[config.mk]
export PLATFORM = sky130hd
export DESIGN_NAME = dmem_boot_loader
export DESIGN_NICKNAME = d
export VERILOG_FILES = /design/src/rtl/dmem_boot_loader_pkg.sv /design/src/rtl/dmem_boot_loader_hold_timer.sv /design/src/rtl/dmem_boot_loader.sv
export SDC_FILE = /design/constraint.sdc
export NUM_CORES = 1
export LEC_CHECK = 0
export CELL_PAD_IN_SITES_DETAIL_PLACEMENT = 1
export CELL_PAD_IN_SITES_GLOBAL_PLACEMENT = 2
export CORE_ASPECT_RATIO = 0.8
export CORE_MARGIN = 2
export CORE_UTILIZATION = 31
export DETAILED_ROUTE_END_ITERATION = 12
export HOLD_SLACK_MARGIN = 0.08
export PLACE_DENSITY = 0.82
export SLEW_MARGIN = 10
export SYNTH_ARGS = -nofsm -noshare
export SYNTH_HDL_FRONTEND = slang
export SYNTH_SLANG_ARGS = --single-unit
[constraint.sdc]
create_clock -name clk -period 3.2 [get_ports clk]
set_input_delay 0.64 -clock clk [delete_from_list [all_inputs] [get_ports clk]]
set_output_delay 0.64 -clock clk [all_outputs]
set_load 0.02 [all_outputs]
[src/rtl/dmem_boot_loader_pkg.sv]
// Shared definitions for the data-memory boot loader and the blocks it drives
// (data_mem and riscv_cpu use the same StoreSrc encodings).
package dmem_boot_loader_pkg;

  typedef enum logic [1:0] {
    IDLE    = 2'd0,
    LOAD    = 2'd1,
    RELEASE = 2'd2,
    RUN     = 2'd3
  } loaderState_e;

  localparam logic [1:0] STORE_BYTE = 2'b00;
  localparam logic [1:0] STORE_HALF = 2'b01;
  localparam logic [1:0] STORE_WORD = 2'b10;

  localparam int WORD_BYTES = 4;

endpackage

[src/rtl/dmem_boot_loader_hold_timer.sv]
// Loadable down-counter; done is high whenever the count has reached zero.
module hold_timer #(
  parameter int CNT_W = 3
) (
  input  logic             clk,
  input  logic             reset,
  input  logic             load,
  input  logic [CNT_W-1:0] loadVal,
  output logic             done
);

  logic [CNT_W-1:0] count;

  always_ff @(posedge clk or negedge reset) begin
    if (!reset) begin
      count <= '0;
    end else if (load) begin
      count <= loadVal;
    end else if (count != '0) begin
      count <= count - CNT_W'(1);
    end
  end

  assign done = (count == '0);

endmodule

[src/rtl/dmem_boot_loader.sv]
// Boot sequencer: streams host words into data memory while holding the CPU in
// reset, then releases the CPU and hands the data-memory port back to it.
module dmem_boot_loader
  import dmem_boot_loader_pkg::*;
#(
  parameter logic [31:0] BASE_ADR    = 32'h0000_0000,
  parameter int          MAX_WORDS   = 64,
  parameter int          HOLD_CYCLES = 4,
  parameter logic [1:0]  STORE_WORD  = 2'b10
) (
  input  logic        clk,
  input  logic        reset,
  input  logic        start,
  input  logic        abort,
  input  logic        ext_valid,
  input  logic [31:0] ext_wdata,
  input  logic        ext_last,
  output logic        ext_ready,
  output logic        cpu_rst,
  output logic        mem_sel,
  output logic        mem_we,
  output logic [31:0] mem_adr,
  output logic [31:0] mem_wdata,
  output logic [1:0]  mem_store_src,
  output logic [6:0]  word_cnt,
  output logic        load_done
);

  localparam logic [6:0] MAX_CNT = 7'(MAX_WORDS);
  localparam int         HOLD_W  = (HOLD_CYCLES > 0) ? $clog2(HOLD_CYCLES + 1) : 1;

  loaderState_e state;
  loaderState_e nextState;
  logic [31:0]  ptr;
  logic         accept;
  logic         finalBeat;
  logic         holdLoad;
  logic         holdDone;

  assign ext_ready = (state == LOAD) && (word_cnt < MAX_CNT) && !abort;
  assign accept    = ext_valid && ext_ready;
  assign finalBeat = ext_last || (word_cnt == (MAX_CNT - 7'd1));

  // The hold count starts on the accept edge of the final beat, so the write
  // cycle itself is followed by exactly HOLD_CYCLES more cycles of cpu_rst.
  hold_timer #(
    .CNT_W (HOLD_W)
  ) u_holdTimer (
    .clk     (clk),
    .reset   (reset),
    .load    (holdLoad),
    .loadVal (HOLD_W'(HOLD_CYCLES)),
    .done    (holdDone)
  );

  always_comb begin
    nextState = state;
    holdLoad  = 1'b0;
    if (abort) begin
      nextState = IDLE;
    end else begin
      case (state)
        IDLE:    if (start) nextState = LOAD;
        LOAD: begin
          if (accept && finalBeat) begin
            nextState = RELEASE;
            holdLoad  = 1'b1;
          end
        end
        RELEASE: if (holdDone) nextState = RUN;
        RUN:     nextState = RUN;
        default: nextState = IDLE;
      endcase
    end
  end

  always_ff @(posedge clk or negedge reset) begin
    if (!reset) begin
      state <= IDLE;
    end else begin
      state <= nextState;
    end
  end

  // Write stage: one-cycle registered write following each accepted beat.
  always_ff @(posedge clk or negedge reset) begin
    if (!reset) begin
      ptr       <= BASE_ADR;
      word_cnt  <= '0;
      mem_we    <= 1'b0;
      mem_adr   <= '0;
      mem_wdata <= '0;
    end else begin
      mem_we <= accept;
      if (accept) begin
        mem_adr   <= ptr;
        mem_wdata <= ext_wdata;
        ptr       <= ptr + 32'(WORD_BYTES);
        word_cnt  <= word_cnt + 7'd1;
      end else if (abort || (state == IDLE)) begin
        ptr      <= BASE_ADR;
        word_cnt <= '0;
      end
    end
  end

  assign cpu_rst       = (state != RUN);
  assign mem_sel       = (state != RUN);
  assign load_done     = (state == RUN);
  assign mem_store_src = STORE_WORD;

endmodule

==> out/results.ini <==
[clock_tree]
clock_sinks=105
post_cts_resized=0
numCtsBuffers=9
cts_root_buf=clkbuf_16
cts_setup_buffers=0
hold_buffers=0
cts_max_path_buffers=2
clk_pin_slew_worst_paths_ns=0.07
htree_levels=3
clk_latency_ns=0.35
cts_tree=done

[synthesis]
yosys_most_used_dff=dfrtp_1
synth.top_cell.area_share=0.5738
syn_area_per_cell_um2=9.086
yosys_warnings=0
yosysMostFrequentCell=nand2_1
synth_commonest_cells=228 x nand2_1, 105 x dfrtp_1, 21 x mux2i_1
ys_seq_area_frac=0.5738
synth_edf_count=0
synth_cell_types=43
synthCells=504
synth_seq_cells=105
netlist_top_cells_area=dfrtp_1 57%, nand2_1 19%, mux2i_1 4.6%, o21ai_0 1.9%, nand4_1 1.8%
yosys.area.top_type=dfrtp_1
synthArstFlopShare=1.000
netlist_area_um2=4579

[grt]
track_usage=0.1640
grt_start_max_net_pins=58
grt_pass1_wl_um=20960
grt_overflow=0
antenna_found_initial=0
first_global_vias=4196

[setup_path]
crit_slowest_cell=clkdlybuf4s50_1
cp.arrival_ns=2.33
crit_chain=clkdlybuf4s50_1, or4b_4, inv_2, clkdlybuf4s50_1
crit_top_cell=clkdlybuf4s50_1
r2r_cells=5
cpPeakStageDelay_ns=0.61
end_kind=primary output
crit_required_ns=2.56
worstSetupPathType=in2out
worst-path-max-fanout=4
startpoint_type=input port

[floorplanning]
start_util=0.3192
dieArea_um2=15770
io_pins=116
fp.coreArea_um2=14350
die_height_um=112.7
row_count=39
dieWidth_um=139.9

[detailed_routing]
drt_iter0_markers=161
drc=0
firstDrtPassIters=4
routed_wl_um=12300
vias=3883
via_per_inst=4.836
antenna_left=0
wl_per_cell_um=15.32

[outcome]
status=complete, no violations

[timing]
slew_violations=0
hold_slack_ns=0.3619
hold_viol_final=0
max_freq_mhz=336.8
worstMarginPinSlew_ns=0.9863
post-route-period-util=0.9279
setup_viol=0
finalClockSkew_ns=0.007221
finalSetupTns_ns=0
slew_headroom=0.3364
rsz0062_at_grt=no
layout_min_cycle_time_ns=2.969

[placed_design]
place_congestion=0.7527
dp_hpwl_um=8647
port_buffers=111

[pwr]
ir_worst_vdd_uv=284.2
power_leakage_nw=2.973
power_mw=3.235
powerDensity_nw_per_um2=524.2

[min_path]
hp-class=in2async

[flow_run]
max_cap_viol_count=0

[layout]
diodes=0
fin_nets=656
layout-drive-gt1-share=0.05977
syn_to_final_growth_pct=34.75

power breakdown:
group | switching (mW) | leakage (nW) | internal (mW) | total, mW
clock network | 0.507 | 0.127 | 0.549 | 1.06
registers | 0.0730 | 1.41 | 1.45 | 1.52
logic | 0.356 | 1.43 | 0.300 | 0.657
layer usage:
metal	GRT usage	wire, um
met2	0.2628	5740
met3	0.05755	654
met1	0.2204	5833
met5	0	0
met4	0.02667	73
stage by stage:
step	setup WS [ns]	cells	util	instance area, um2
after floorplan	1.053	506	-	4587
after global placement	0.2545	787	0.4104	5888
after detailed placement	0.2266	787	0.4104	5888
after CTS	0.2201	803	0.4301	6171
after global routing	0.1725	803	0.4301	6171
final	0.2308	803	0.4301	6171
cells in the final DEF (no fill, tap or decap), types with 2 or more instances in the layout:
cell / Yosys / layout
nand2_1: 228 / 227
clkdlybuf4s50_1: 0 / 110
dfrtp_1: 105 / 105
mux2i_1: 21 / 21
o21ai_0: 17 / 17
nand3_1: 16 / 16
nand4_1: 13 / 13
buf_4: 5 / 11
nor2_1: 10 / 10
inv_1: 9 / 9
nor3_1: 9 / 9
clkbuf_16: 0 / 9
a21oi_1: 8 / 8
or3_1: 4 / 4
nor4_1: 4 / 4
ha_1: 4 / 4
conb_1: 2 / 4
clkinvlp_4: 0 / 4
a31oi_1: 3 / 3
inv_2: 1 / 2
and3_1: 2 / 2
and2_1: 2 / 2
registers in the layout, summed over array words and instances, names as in the netlist:
register,flops
mem_adr,30
ptr,30
word_cnt,7
u_holdTimer.count,3
state,2
mem_we,1
mem_wdata,32
kinds of logic after synthesis:
kind of cell | share of synthesized area
flip-flops | 0.5738
AND/OR/NAND/NOR | 0.2746
XOR/XNOR | 0.001913
AO/OA/AOI/OAI | 0.05274
adder cells (fa/ha/maj) | 0.01093
buffers and inverters | 0.03852
other | 0.001640
multiplexers | 0.04590
final timing paths:
kind	from	end	slack (ns)
min	reset	mem_adr[17]	0.36
max in group asynchronous	reset	mem_wdata[12]	2.01
min in group clk	mem_adr[25]	mem_adr[25]	0.48
max reg2reg	word_cnt[6]	ptr[29]	1.00
max	abort	ext_ready	0.23
min reg2reg	mem_adr[25]	mem_adr[25]	0.48
cell type report:
type | count | area (um2)
fillers | 1662 | 8175
flip-flops and latches | 105 | 2628
multi-input cells | 365 | 1785
repair buffers | 122 | 1204
clock buffers | 10 | 239.0
well taps | 184 | 230.2
clock inverters | 6 | 43.79
inverters | 11 | 41.29
worst max-delay path: cells and delay by family:
kind / cells / cell delay [ns]
buffers and inverters: 3 / 1.18
AND/OR/NAND/NOR: 1 / 0.51
(Power assumes the default switching activity.)
